===== config.mk =====
export PLATFORM = sky130hd
export DESIGN_NAME = alarm_ctrl_flat
export DESIGN_NICKNAME = d
export VERILOG_FILES = /design/src/rtl/alarm_ctrl_if.sv /design/src/rtl/alarm_ctrl.sv /design/src/flat_wrapper.sv
export SDC_FILE = /design/constraint.sdc
export NUM_CORES = 1
export LEC_CHECK = 0
export ABC_AREA = 1
export BUFFER_PORTS_ARGS = -buffer_cell sky130_fd_sc_hd__buf_2
export CORE_ASPECT_RATIO = 0.9
export CORE_MARGIN = 4
export CORE_UTILIZATION = 55
export CTS_CLUSTER_SIZE = 30
export DETAILED_ROUTE_END_ITERATION = 10
export GPL_TIMING_DRIVEN = 0
export PLACE_DENSITY = 0.82
export SYNTH_ARGS = -nofsm -noshare
export SYNTH_HDL_FRONTEND = slang
export SYNTH_SLANG_ARGS = --single-unit
export TNS_END_PERCENT = 10

===== constraint.sdc =====
create_clock -name clk -period 2.09 [get_ports clk]
set_input_delay 0.1045 -clock clk [delete_from_list [all_inputs] [get_ports clk]]
set_output_delay 0.1045 -clock clk [all_outputs]
set_load 0.02 [all_outputs]

===== src/rtl/alarm_ctrl_if.sv =====
// Signal bundle between the alarm scheduler, the timekeeping core and the setting UI.
// The master side drives time, controls and buttons; the slave side is the scheduler.
interface alarm_ctrl_if;
    logic       tick_1hz;
    logic [5:0] hours;
    logic [5:0] minutes;
    logic [5:0] seconds;
    logic       alarm_en;
    logic       set_alarm;
    logic       sel_field;
    logic       inc;
    logic       dec;
    logic       stop;
    logic       snooze;
    logic [5:0] alarm_hours;
    logic [5:0] alarm_minutes;
    logic       ringing;
    logic       buzzer;
    logic       snooze_active;
    logic [1:0] state;

    modport master (
        output tick_1hz, hours, minutes, seconds,
        output alarm_en, set_alarm, sel_field, inc, dec, stop, snooze,
        input  alarm_hours, alarm_minutes, ringing, buzzer, snooze_active, state
    );

    modport slave (
        input  tick_1hz, hours, minutes, seconds,
        input  alarm_en, set_alarm, sel_field, inc, dec, stop, snooze,
        output alarm_hours, alarm_minutes, ringing, buzzer, snooze_active, state
    );
endinterface


===== src/rtl/alarm_ctrl.sv =====
// Alarm scheduler: programmable HH:MM alarm, once-per-second match against the running
// time, and the ring/snooze/stop sequencer driving the buzzer. All outputs are registered.
module alarm_ctrl #(
    parameter int RING_SECONDS   = 60,
    parameter int SNOOZE_SECONDS = 300,
    parameter int MAX_SNOOZE     = 3
) (
    input  logic        clk,
    input  logic        reset,
    alarm_ctrl_if.slave bus
);

    localparam int RING_W = (RING_SECONDS > 1)   ? $clog2(RING_SECONDS)   : 1;
    localparam int WAIT_W = (SNOOZE_SECONDS > 1) ? $clog2(SNOOZE_SECONDS) : 1;
    localparam int SNZ_W  = (MAX_SNOOZE > 0)     ? $clog2(MAX_SNOOZE + 1) : 1;

    localparam logic [RING_W-1:0] RING_LAST = RING_W'(RING_SECONDS - 1);
    localparam logic [WAIT_W-1:0] WAIT_LAST = WAIT_W'(SNOOZE_SECONDS - 1);
    localparam logic [SNZ_W-1:0]  SNZ_MAX   = SNZ_W'(MAX_SNOOZE);

    typedef enum logic [1:0] {
        DISABLED = 2'b00,
        ARMED    = 2'b01,
        RINGING  = 2'b10,
        SNOOZE   = 2'b11
    } state_t;

    state_t            state_q, state_n;
    logic [RING_W-1:0] ring_cnt_q, ring_cnt_n;
    logic [WAIT_W-1:0] wait_cnt_q, wait_cnt_n;
    logic [SNZ_W-1:0]  snooze_cnt_q, snooze_cnt_n;
    logic              beep_q, beep_n;
    logic [5:0]        alarm_hours_q, alarm_hours_n;
    logic [5:0]        alarm_minutes_q, alarm_minutes_n;
    logic              ringing_q, buzzer_q, snooze_active_q;

    logic step_up;
    logic step_dn;
    logic trigger;

    // Pressing inc and dec together cancels out.
    assign step_up = bus.set_alarm & bus.inc & ~bus.dec;
    assign step_dn = bus.set_alarm & bus.dec & ~bus.inc;

    always_comb begin
        alarm_hours_n   = alarm_hours_q;
        alarm_minutes_n = alarm_minutes_q;
        if (bus.sel_field) begin
            if (step_up)
                alarm_hours_n = (alarm_hours_q == 6'd23) ? 6'd0 : alarm_hours_q + 6'd1;
            else if (step_dn)
                alarm_hours_n = (alarm_hours_q == 6'd0) ? 6'd23 : alarm_hours_q - 6'd1;
        end else begin
            if (step_up)
                alarm_minutes_n = (alarm_minutes_q == 6'd59) ? 6'd0 : alarm_minutes_q + 6'd1;
            else if (step_dn)
                alarm_minutes_n = (alarm_minutes_q == 6'd0) ? 6'd59 : alarm_minutes_q - 6'd1;
        end
    end

    // Requiring seconds==0 keeps a stopped alarm from re-firing within its own minute.
    assign trigger = bus.tick_1hz & ~bus.set_alarm &
                     (bus.hours == alarm_hours_q) &
                     (bus.minutes == alarm_minutes_q) &
                     (bus.seconds == 6'd0);

    always_comb begin
        state_n      = state_q;
        ring_cnt_n   = ring_cnt_q;
        wait_cnt_n   = wait_cnt_q;
        snooze_cnt_n = snooze_cnt_q;
        beep_n       = beep_q;

        if (!bus.alarm_en) begin
            state_n      = DISABLED;
            snooze_cnt_n = '0;
        end else begin
            unique case (state_q)
                DISABLED: begin
                    state_n      = ARMED;
                    snooze_cnt_n = '0;
                end
                ARMED: begin
                    if (trigger) begin
                        state_n    = RINGING;
                        ring_cnt_n = '0;
                        beep_n     = 1'b1;
                    end
                end
                RINGING: begin
                    // A snooze past the allowance is treated exactly like stop.
                    if (bus.set_alarm || bus.stop ||
                        (bus.snooze && snooze_cnt_q >= SNZ_MAX)) begin
                        state_n      = ARMED;
                        snooze_cnt_n = '0;
                    end else if (bus.snooze) begin
                        state_n      = SNOOZE;
                        snooze_cnt_n = snooze_cnt_q + 1'b1;
                        wait_cnt_n   = '0;
                    end else if (bus.tick_1hz) begin
                        if (ring_cnt_q == RING_LAST) begin
                            state_n      = ARMED;
                            snooze_cnt_n = '0;
                        end else begin
                            ring_cnt_n = ring_cnt_q + 1'b1;
                            beep_n     = ~beep_q;
                        end
                    end
                end
                SNOOZE: begin
                    if (bus.set_alarm || bus.stop) begin
                        state_n      = ARMED;
                        snooze_cnt_n = '0;
                    end else if (bus.tick_1hz) begin
                        if (wait_cnt_q == WAIT_LAST) begin
                            state_n    = RINGING;
                            ring_cnt_n = '0;
                            beep_n     = 1'b1;
                        end else begin
                            wait_cnt_n = wait_cnt_q + 1'b1;
                        end
                    end
                end
                default: state_n = DISABLED;
            endcase
        end
    end

    // Outputs are decoded from next-state values so they appear one clk after the cause.
    always_ff @(posedge clk or posedge reset) begin
        if (reset) begin
            state_q         <= DISABLED;
            ring_cnt_q      <= '0;
            wait_cnt_q      <= '0;
            snooze_cnt_q    <= '0;
            beep_q          <= 1'b0;
            alarm_hours_q   <= 6'd0;
            alarm_minutes_q <= 6'd0;
            ringing_q       <= 1'b0;
            buzzer_q        <= 1'b0;
            snooze_active_q <= 1'b0;
        end else begin
            state_q         <= state_n;
            ring_cnt_q      <= ring_cnt_n;
            wait_cnt_q      <= wait_cnt_n;
            snooze_cnt_q    <= snooze_cnt_n;
            beep_q          <= beep_n;
            alarm_hours_q   <= alarm_hours_n;
            alarm_minutes_q <= alarm_minutes_n;
            ringing_q       <= (state_n == RINGING);
            buzzer_q        <= (state_n == RINGING) & beep_n;
            snooze_active_q <= (state_n == SNOOZE);
        end
    end

    assign bus.state         = state_q;
    assign bus.alarm_hours   = alarm_hours_q;
    assign bus.alarm_minutes = alarm_minutes_q;
    assign bus.ringing       = ringing_q;
    assign bus.buzzer        = buzzer_q;
    assign bus.snooze_active = snooze_active_q;

endmodule

===== src/flat_wrapper.sv =====
// flat-port wrapper written by rule: the top's interface ports become plain ports
module alarm_ctrl_flat 
#(
    parameter int RING_SECONDS   = 60,
    parameter int SNOOZE_SECONDS = 300,
    parameter int MAX_SNOOZE     = 3
)
  (clk, reset, bus_tick_1hz, bus_hours, bus_minutes, bus_seconds, bus_alarm_en, bus_set_alarm, bus_sel_field, bus_inc, bus_dec, bus_stop, bus_snooze, bus_alarm_hours, bus_alarm_minutes, bus_ringing, bus_buzzer, bus_snooze_active, bus_state);
  alarm_ctrl_if bus_i ();
  input  logic clk;
  input  logic reset;
  input wire logic [$bits(bus_i.tick_1hz)-1:0] bus_tick_1hz;
  input wire logic [$bits(bus_i.hours)-1:0] bus_hours;
  input wire logic [$bits(bus_i.minutes)-1:0] bus_minutes;
  input wire logic [$bits(bus_i.seconds)-1:0] bus_seconds;
  input wire logic [$bits(bus_i.alarm_en)-1:0] bus_alarm_en;
  input wire logic [$bits(bus_i.set_alarm)-1:0] bus_set_alarm;
  input wire logic [$bits(bus_i.sel_field)-1:0] bus_sel_field;
  input wire logic [$bits(bus_i.inc)-1:0] bus_inc;
  input wire logic [$bits(bus_i.dec)-1:0] bus_dec;
  input wire logic [$bits(bus_i.stop)-1:0] bus_stop;
  input wire logic [$bits(bus_i.snooze)-1:0] bus_snooze;
  output wire logic [$bits(bus_i.alarm_hours)-1:0] bus_alarm_hours;
  output wire logic [$bits(bus_i.alarm_minutes)-1:0] bus_alarm_minutes;
  output wire logic [$bits(bus_i.ringing)-1:0] bus_ringing;
  output wire logic [$bits(bus_i.buzzer)-1:0] bus_buzzer;
  output wire logic [$bits(bus_i.snooze_active)-1:0] bus_snooze_active;
  output wire logic [$bits(bus_i.state)-1:0] bus_state;
  assign bus_i.tick_1hz = bus_tick_1hz;
  assign bus_i.hours = bus_hours;
  assign bus_i.minutes = bus_minutes;
  assign bus_i.seconds = bus_seconds;
  assign bus_i.alarm_en = bus_alarm_en;
  assign bus_i.set_alarm = bus_set_alarm;
  assign bus_i.sel_field = bus_sel_field;
  assign bus_i.inc = bus_inc;
  assign bus_i.dec = bus_dec;
  assign bus_i.stop = bus_stop;
  assign bus_i.snooze = bus_snooze;
  assign bus_alarm_hours = bus_i.alarm_hours;
  assign bus_alarm_minutes = bus_i.alarm_minutes;
  assign bus_ringing = bus_i.ringing;
  assign bus_buzzer = bus_i.buzzer;
  assign bus_snooze_active = bus_i.snooze_active;
  assign bus_state = bus_i.state;
  alarm_ctrl #(.RING_SECONDS(RING_SECONDS), .SNOOZE_SECONDS(SNOOZE_SECONDS), .MAX_SNOOZE(MAX_SNOOZE)) u_core (.clk(clk), .reset(reset), .bus(bus_i));
endmodule

* Word level (Yosys, flattened, before mapping) *
Cells that the tools add are included.
W data, S select, Z words.

storage, ports and cells
  flip-flop bits (word level) = 35
  input bits = 28
  logic and storage cells = 122

operators by class
  $add $sub $neg = 7
  $lt $le $gt $ge = 1
  equality and inequality tests = 25
  multiplexer cells = 50
  bitwise gates (word level) = 14
  reduce and logical (&&, ||, !) cells = 15

operator list
  kind                   count
  $mux W6                16
  $mux W9                5
  $mux W2                15
  $add A6 B1 Y6 const B  3
  $logic_not A6 Y1       3
  $pmux W6 S3            1
  $pmux W9 S2            1
  $ne A2 B2 Y1 const B   8
  $eq A6 B6 Y1           2
  $eq A6 B6 Y1 const B   2
  $sub A6 B1 Y6 const B  2
  $reduce_and A10 Y1     1
  $add A9 B1 Y9 const B  1
  $and A1 B1 Y1          9
  $eq A9 B9 Y1 const B   1
  $mux W1                9
  $eq A2 B2 Y1 const B   4
  $pmux W2 S4            1
  $reduce_and A7 Y1      1
  $eq A6 B5 Y1 const B   1
  $pmux W2 S3            1
  $ne A5 B3 Y1 const B   1
  $ne A5 B4 Y1 const B   1
  $not A1 Y1             5
  other kinds (14)       18

* Depth between registers and ports, before layout *
Gate-level depths: netlist of the first run.

  word-level depth = 10
  mapped depth = 13

* Worst setup path after synthesis of the first run *
No wires, ideal clock.

  path kind = register -> register
  start point = register u_core.state_q[0] (netlist: u_core.bus.state[0])
  end point = register u_core.wait_cnt_q[2]
  library setup time = 0.122 ns
  data arrival time = 1.768 ns
  data required time = 1.968 ns
  slack = 0.200 ns
  stages on the path, launching flop included = 11
  clock period less this slack = 1.890 ns
  cells stage by stage = dfrtp_1 inv_1 ha_1 buf_2 inv_1 nor2_1 nor2_1 nand2_1 a21oi_4 buf_6 o21ai_1

on the way
  longest elaborated chain between the ends = 3
  elaborated cells between the ends (all ways) = 10

RTL lines
  item                                                                 line               source
  start: declaration                                                   alarm_ctrl.sv:28   state_t state_q, state_n;
  start signal: assignment                                             alarm_ctrl.sv:143  state_q <= state_n;
  $eq A2 B2 Y1                                                         alarm_ctrl.sv:78   unique case (state_q)
  $ne A2 B2 Y1 (no line) / $reduce_bool A2 Y1 (equally long branches)  -
  $reduce_and A7 Y1 (no line)                                          -
  end signal: assignment                                               alarm_ctrl.sv:145  wait_cnt_q <= wait_cnt_n;
  end: declaration                                                     alarm_ctrl.sv:30   logic [WAIT_W-1:0] wait_cnt_q, wait_cnt_n;

Several ways; a longest one is shown, not always the timed one.
A chain may end at the register's enable or synchronous reset.

* Worst setup path after layout of the first run *
  start point = register u_core.state_q[0] (netlist: u_core.bus.state[0])
  end point = register u_core.ring_cnt_q[2]

on the way
  longest elaborated chain between the ends = 3
  elaborated cells between the ends (all ways) = 14

RTL lines
  item                                                  line               source
  $eq A2 B2 Y1 / $eq A2 B1 Y1 (equally long branches)   alarm_ctrl.sv:78
  $ne A2 B1 Y1 (no line), or another cell as far along  -
  $reduce_and A10 Y1 (no line)                          -
  end signal: assignment                                alarm_ctrl.sv:144  ring_cnt_q <= ring_cnt_n;
  end: declaration                                      alarm_ctrl.sv:29   logic [RING_W-1:0] ring_cnt_q, ring_cnt_n;

Several ways; a longest one is shown, not always the timed one.

==> qor.txt, run 1 <==
Die area - 6430 sq um
Crit share post-route - 0.960
Final setup viols - 0
Hold crit path type - in2reg
HPWL after DPL - 5210 microns
Worst setup startpoint - u_core.bus.state[0]
Slew Limit Headroom - 0.611
LEAKAGE - 1.81 nW
Fill cells - 420
Tightest Pin Transition - 0.582 ns
Ys flop type - dfrtp_1
Iteration-0 DRC Markers - 157
Critical R2R Capture - u_core.ring_cnt_q[2]
Initial antenna violation count - 0
Worst EP arrival - 2.23 ns
Mapped Area - 2870 sq um
Crit path kind - reg2reg
Longest Clk Path Bufs - 2
IO Port Bufs - 44
Post-route minimum period - 2.01 ns
Met1 WL - 3100 microns
Setup Slack @ Placement - -0.0714 ns
TritonCTS buffer count - 5
Final Hold Vio Count - 0
Clk_skew - 0.00615 ns
Sink Count - 35
Fin worst setup slack - 0.0840 ns
Syn avg cell area - 6.87 sq um
# IOs - 45
Async set-reset flop share out of synthesis - 1.00
VDD IR max - 0.717 mV
Most frequent cell after synthesis - nand2_1
Synth area leader - dfrtp_1
Cell row count - 24
MaxCap Viol Count - 0
Worst Hold Path Cells - 3
Core area - 4950 sq um
Tot Pwr - 2.77 mW
Max Slew Vio Count - 0
Peak Freq - 499 MHz
Post-synth EDFFs - 0
Synth area leaders - dfrtp_1 (31%), nand2_1 (14%), inv_1 (7.5%)
Hold worst-path end - u_core.snooze_cnt_q[1]
Gr ovfl total - 0
Synth Warn # - 0
Largest net degree at the start of global routing - 24
Vias in the first global route - 2727
Met3 WL - 370 microns
Wire length on met2 - 3290 microns
Tot GR Track Use - 0.218
Clk pin slew, worst setup/hold paths - 0.08 ns
Share of layout cells above drive strength 1 - 0.210
Die Height - 76.5 microns
DIE WIDTH - 84.1 microns
Status - completed
R2R depth - 12
Yosys top cell area share - 0.306
Reg2reg setup slack - 0.08 ns
Worst Path Required - 2.32 ns
Drt pass-1 iters - 4
Flops & latches, synth - 35
N_diodes - 0
Placed Area - 3200 sq um
ANT nets after route - 0
Power density cells - 828 nW/um^2
Finished Cell Area - 3340 sq um
Vias per cell - 5.19
Startpoint types - register
Gpl congestion - 0.818
Initial core utilization - 0.579
DR top layer - met4
Hold path start - bus_alarm_en
Via count - 2815
WL/cell - 12.5 microns
Skew-Pair Late Insertion Delay - 0.29 ns
Worst-path fanout max - 8
Sequential area share after synthesis - 0.306
Final nets - 517
Distinct cells, synth - 35
Synth Instances - 417
Layout area overhead - 16.5%
Worst flop-to-flop path startpoint - u_core.bus.state[0]
CTS tree - built
First-pass GRT wire length - 11900 microns
Most instantiated cells after synthesis - nand2_1 (109), inv_1 (57), nor2_1 (51)
CTS root buffer - clkbuf_8
Total routed wirelength - 6790 microns
CP endpoint kind - register
Synth Net Count - 458
CTS H-tree lvls - 2
DRC - 0
Final core occ - 0.674
-- cells by family after synthesis --
family	after synthesis	synth area share
simple gates	215	0.331
buf+inv	76	0.110
compound gates	51	0.115
flops	35	0.306
xor+xnor	27	0.0825
fa+ha+maj	13	0.0567
-- stage by stage --
stage	TNS [ns]	hold WS, ns	std cells
after global routing	-0.0249	0.142	542
after detailed placement	-0.618	0.197	527
after global placement	-0.119	0.416	526
final	0	0.119	542
after CTS	0	0.117	536
after floorplan	0	0.259	417
-- where the power goes --
group	switching, mW	internal [mW]
Sequential	0.173	0.797
Clock	0.269	0.233
Combinational	0.808	0.486
-- layout by cell type (no fill, tap or decap), types with 2 or more instances in the layout --
cell / instances
nor2_1: 51
inv_2: 11
buf_2: 48
nor2_4: 3
o221ai_2: 2
nand2_1: 109
a22oi_1: 2
nand2_2: 3
ha_1: 13
o21ai_0: 9
a31oi_1: 2
a21oi_1: 8
buf_4: 7
inv_1: 56
xnor2_1: 3
xor2_1: 24
nand2_4: 2
o21ai_2: 5
clkinvlp_4: 2
nand4_1: 11
buf_6: 2
o21ai_1: 18
dfrtp_1: 34
nand3_1: 27
nor3_1: 4
clkbuf_8: 5
-- per-layer routing --
layer  vias up  track usage
met1      1306        0.285
met3         5       0.0486
li1       1433            -
met2        71        0.362
met5         -            0
met4         0       0.0611
-- registers in the layout (all words and copies together), names as in the netlist --
name                      cells
u_core.bus.buzzer             1
u_core.bus.state              2
u_core.bus.ringing            1
u_core.wait_cnt_q             9
u_core.snooze_cnt_q           2
u_core.ring_cnt_q             6
u_core.bus.alarm_hours        6
u_core.bus.alarm_minutes      6
u_core.bus.snooze_active      1
u_core.beep_q                 1
-- how the worst max path moves through the flow --
stage                           endpoint  slack, ns  depth (start not counted)
floorplan           u_core.wait_cnt_q[2]       0.20                         10
global placement    u_core.wait_cnt_q[1]      -0.02                         10
detailed placement  u_core.wait_cnt_q[0]      -0.07                         10
CTS                 u_core.wait_cnt_q[3]       0.06                         11
global route        u_core.wait_cnt_q[3]      -0.01                         11
finish              u_core.ring_cnt_q[2]       0.08                         12
-- timing repair --
action	4_1_cts	5_1_grt
gates cloned	0	0
hold buffers	1	0
endpoints found under the setup margin	10	10
pin swaps	0	0
hold endpoints to repair	12	0
resized for setup	2	0
setup buffers	0	6
-- area by class of cell --
cell class                 instances  area [sq um]  area share
clock inverter                     2          12.5     0.00375
tap                               65          81.3      0.0243
inverter                          69           268      0.0801
multi-input combinational        306          1680       0.502
buffer                             7          50.0      0.0150
sequential                        35           877       0.263
clock buffer                       6          72.6      0.0217
timing repair buffer              52           303      0.0906
-- worst max-delay path: stages, from the launching register on --
cell	delay, ns
dfrtp_2	0.44
inv_1	0.08
ha_1	0.19
buf_2	0.19
clkinvlp_4	0.16
nor2_1	0.07
nor2_1	0.09
nand2_1	0.09
nor3_2	0.19
nand2_2	0.13
inv_2	0.13
nand3_1	0.09
o21ai_1	0.08
No activity file was read; power rests on OpenSTA's default activity.
==> inputs of run 2 (changes only) <==
==> constraint.sdc (replaced) <==
create_clock -name clk -period 2.09 [get_ports clk]
set_input_delay 0.1045 -clock clk [delete_from_list [all_inputs] [get_ports clk]]
set_output_delay 0.1045 -clock clk [all_outputs]
set_load 0.05 [all_outputs]
==> qor.txt, run 2 (synthesis gave the netlist of run 1 again) <==
Status - completed (unchanged)
Die Height - 76.5 microns (unchanged)
Cell row count - 24 (unchanged)
Gr ovfl total - 0 (unchanged)
Final Instance Count excl. Fillers - 538 (was 542)
Clk_skew - 0.00640 ns (was 0.00615 ns)
DIE WIDTH - 84.1 microns (unchanged)
Max Slew Vio Count - 0 (unchanged)
Drt pass-1 iters - 5 (was 4)
Iteration-0 DRC Markers - 204 (was 157)
Bufs and invs on worst path - 4 (unchanged)
Hold crit path type - in2reg (unchanged)
Crit path kind - reg2reg (unchanged)
First-pass GRT wire length - 11900 microns (about the same)
DRC - 0 (unchanged)
Logic gate share of total power - 0.488 (was 0.468)
Setup Slack @ Placement - -0.000526 ns (was -0.0714 ns)
Initial core utilization - 0.579 (unchanged)
Largest register FFs - 9 (unchanged)
Reg2reg setup slack - 0.14 ns (was 0.08 ns)
ANT nets after route - 0 (unchanged)
WL/cell - 12.5 microns (about the same)
Core area - 4950 sq um (unchanged)
Worst flop-to-flop path startpoint - u_core.bus.state[0] (unchanged)
Share of layout cells above drive strength 1 - 0.205 (was 0.210)
End point of the critical path - u_core.ring_cnt_q[2] (unchanged)
Fin worst setup slack - 0.141 ns (was 0.0840 ns)
IO Port Bufs - 44 (unchanged)
HPWL after DPL - 5140 microns (was 5210 microns)
Cell Chain, Critical Path - inv_1 -> ha_1 -> buf_2 -> clkinvlp_4 -> nor2_1 -> nor2_1 -> nand2_1 -> nor3_2 -> nand2_2 -> inv_2 -> nand3_1 -> o21ai_1 (unchanged)
Clk pin slew, worst setup/hold paths - 0.08 ns (about the same)
Delay of the slowest cell on the worst path - 0.44 ns (about the same)
Initial antenna violation count - 0 (unchanged)
Register area - 877 sq um (unchanged)
Die area - 6430 sq um (unchanged)
TritonCTS buffer count - 5 (unchanged)
Clock power share - 0.204 (was 0.182)
Sink Count - 35 (unchanged)
Worst setup startpoint - u_core.bus.state[0] (unchanged)
Slowest-stage cell, CP - dfrtp_2 (unchanged)
CTS H-tree lvls - 2 (unchanged)
Largest net degree at the start of global routing - 24 (unchanged)
Tightest Pin Transition - 0.579 ns (was 0.582 ns)
Final setup viols - 0 (unchanged)
Longest Clk Path Bufs - 2 (unchanged)
Fill cells - 423 (was 420)
Total routed wirelength - 6750 microns (was 6790 microns)
Peak Freq - 513 MHz (was 499 MHz)
Final Hold Vio Count - 0 (unchanged)
Worst-path fanout max - 8 (unchanged)
Most common cell after layout, fill and taps aside - nand2_1 (unchanged)
Most frequent cells in the layout - nand2_1 (109), inv_1 (56), nor2_1 (51), buf_2 (48), dfrtp_1 (34) (unchanged)
MaxCap Viol Count - 0 (unchanged)
Final nets - 513 (was 517)
Layout area overhead - 16.6% (was 16.5%)
Total stage count of the critical path - 12 (unchanged)
RSZ-0062 raised after global routing - false
Worst EP arrival - 2.17 ns (was 2.23 ns)
LEAKAGE - 1.81 nW (about the same)
Startpoint types - register (unchanged)
Crit share post-route - 0.932 (was 0.960)
Worst Path Required - 2.31 ns (was 2.32 ns)
Post-route minimum period - 1.95 ns (was 2.01 ns)
VDD IR max - 0.818 mV (was 0.717 mV)
CP delay by family, top - simple AND/OR/NAND/NOR gates (unchanged)
Slew Limit Headroom - 0.613 (was 0.611)
N_diodes - 0 (unchanged)
Area of the multi-input gates - 1680 sq um (unchanged)
Register share of total power - 0.308 (was 0.351)
# IOs - 45 (unchanged)
Most flops, register - u_core.wait_cnt_q (unchanged)
Tot GR Track Use - 0.219 (was 0.218)
Switching power - 1.50 mW (was 1.25 mW)
R2R depth - 12 (unchanged)
Crit path top cell by count - nor2_1 (unchanged)
Gpl congestion - 0.851 (was 0.818)
CTS root buffer - clkbuf_8 (unchanged)
WHS - 0.116 ns (was 0.119 ns)
Post-Place Cells - 527 (unchanged)
Vias per cell - 5.19 (about the same)
Vias in the first global route - 2651 (was 2727)
Skew-Pair Late Insertion Delay - 0.29 ns (about the same)
CP endpoint kind - register (unchanged)
Via count - 2790 (was 2815)
CTS tree - built (unchanged)
P_int - 1.67 mW (was 1.52 mW)
Critical R2R Capture - u_core.ring_cnt_q[2] (unchanged)
Tot Pwr - 3.17 mW (was 2.77 mW)
Switch share - 0.473 (was 0.452)
Power density cells - 947 nW/um^2 (was 828 nW/um^2)
[run 2: cell types whose count changed in the layout (fill, tap and decap cells not counted), sizes merged]
| cell | change |
|---|---|
| buf | -4 |
| bufinv | +1 |
| clkinvlp | -1 |
[run 2: routing by layer]
metal / vias up / GRT usage / part of all wire
li1: 1432 / - / -
met1: 1281 / 0.288 / 0.45
met2: 73 / 0.364 / 0.49
met3: 4 / 0.0530 / 0.048
met4: 0 / 0.0482 / 0.0081
met5: - / 0 / 0
[run 2: worst min path at each step]
stage,endpoint,cells past startpoint,slack [ns],from
CTS,u_core.snooze_cnt_q[1],3,0.11,bus_alarm_en
detailed placement,u_core.bus.alarm_minutes[2],2,0.19,reset
floorplan,u_core.beep_q,1,0.26,reset
global route,u_core.snooze_cnt_q[1],3,0.12,bus_alarm_en
finish,u_core.snooze_cnt_q[1],3,0.12,bus_alarm_en
global placement,u_core.snooze_cnt_q[1],3,0.42,bus_alarm_en
[run 2: cell type report]
type                            instances  share of cell area
Tap cell                               65              0.0243
Multi-Input combinational cell        306               0.501
Timing Repair Buffer                   48              0.0816
Buffer                                  7              0.0150
Sequential cell                        35               0.262
Inverter                               69              0.0801
Clock buffer                            6              0.0247
Clock inverter                          2              0.0105
[run 2: power by group through the flow]
| stage | Clock (mW) | Combinational [mW] | Sequential, mW |
|---|---|---|---|
| after floorplan | 0 | 0.847 | 1.32 |
| after global placement | 0 | 1.49 | 0.977 |
| after detailed placement | 0 | 1.54 | 0.981 |
| after CTS | 0.658 | 1.54 | 0.969 |
| after global routing | 0.690 | 1.71 | 0.995 |
| final | 0.647 | 1.55 | 0.975 |
[run 2: through the flow]
stage	TNS, ns	area [sq um]	utilization
floorplan	0	2870	-
global placement	0	3170	0.640
detailed placement	-0.000526	3200	0.645
CTS	0	3330	0.672
global route	0	3340	0.675
finish	0	3340	0.675
[run 2: repair_timing]
| action | CTS | global route |
|---|---|---|
| setup buffers | 0 | 2 |
| hold buffers | 1 | 0 |
| setup endpoints to repair | 9 | 14 |
| resized for setup | 1 | 0 |
| hold endpoints to repair | 12 | 0 |
[run 2: worst min-delay path, delay by kind of cell]
| family | cells | cell delay (ns) |
|---|---|---|
| buf+inv | 1 | 0.13 |
| simple gates | 1 | 0.08 |
| compound gates | 1 | 0.06 |
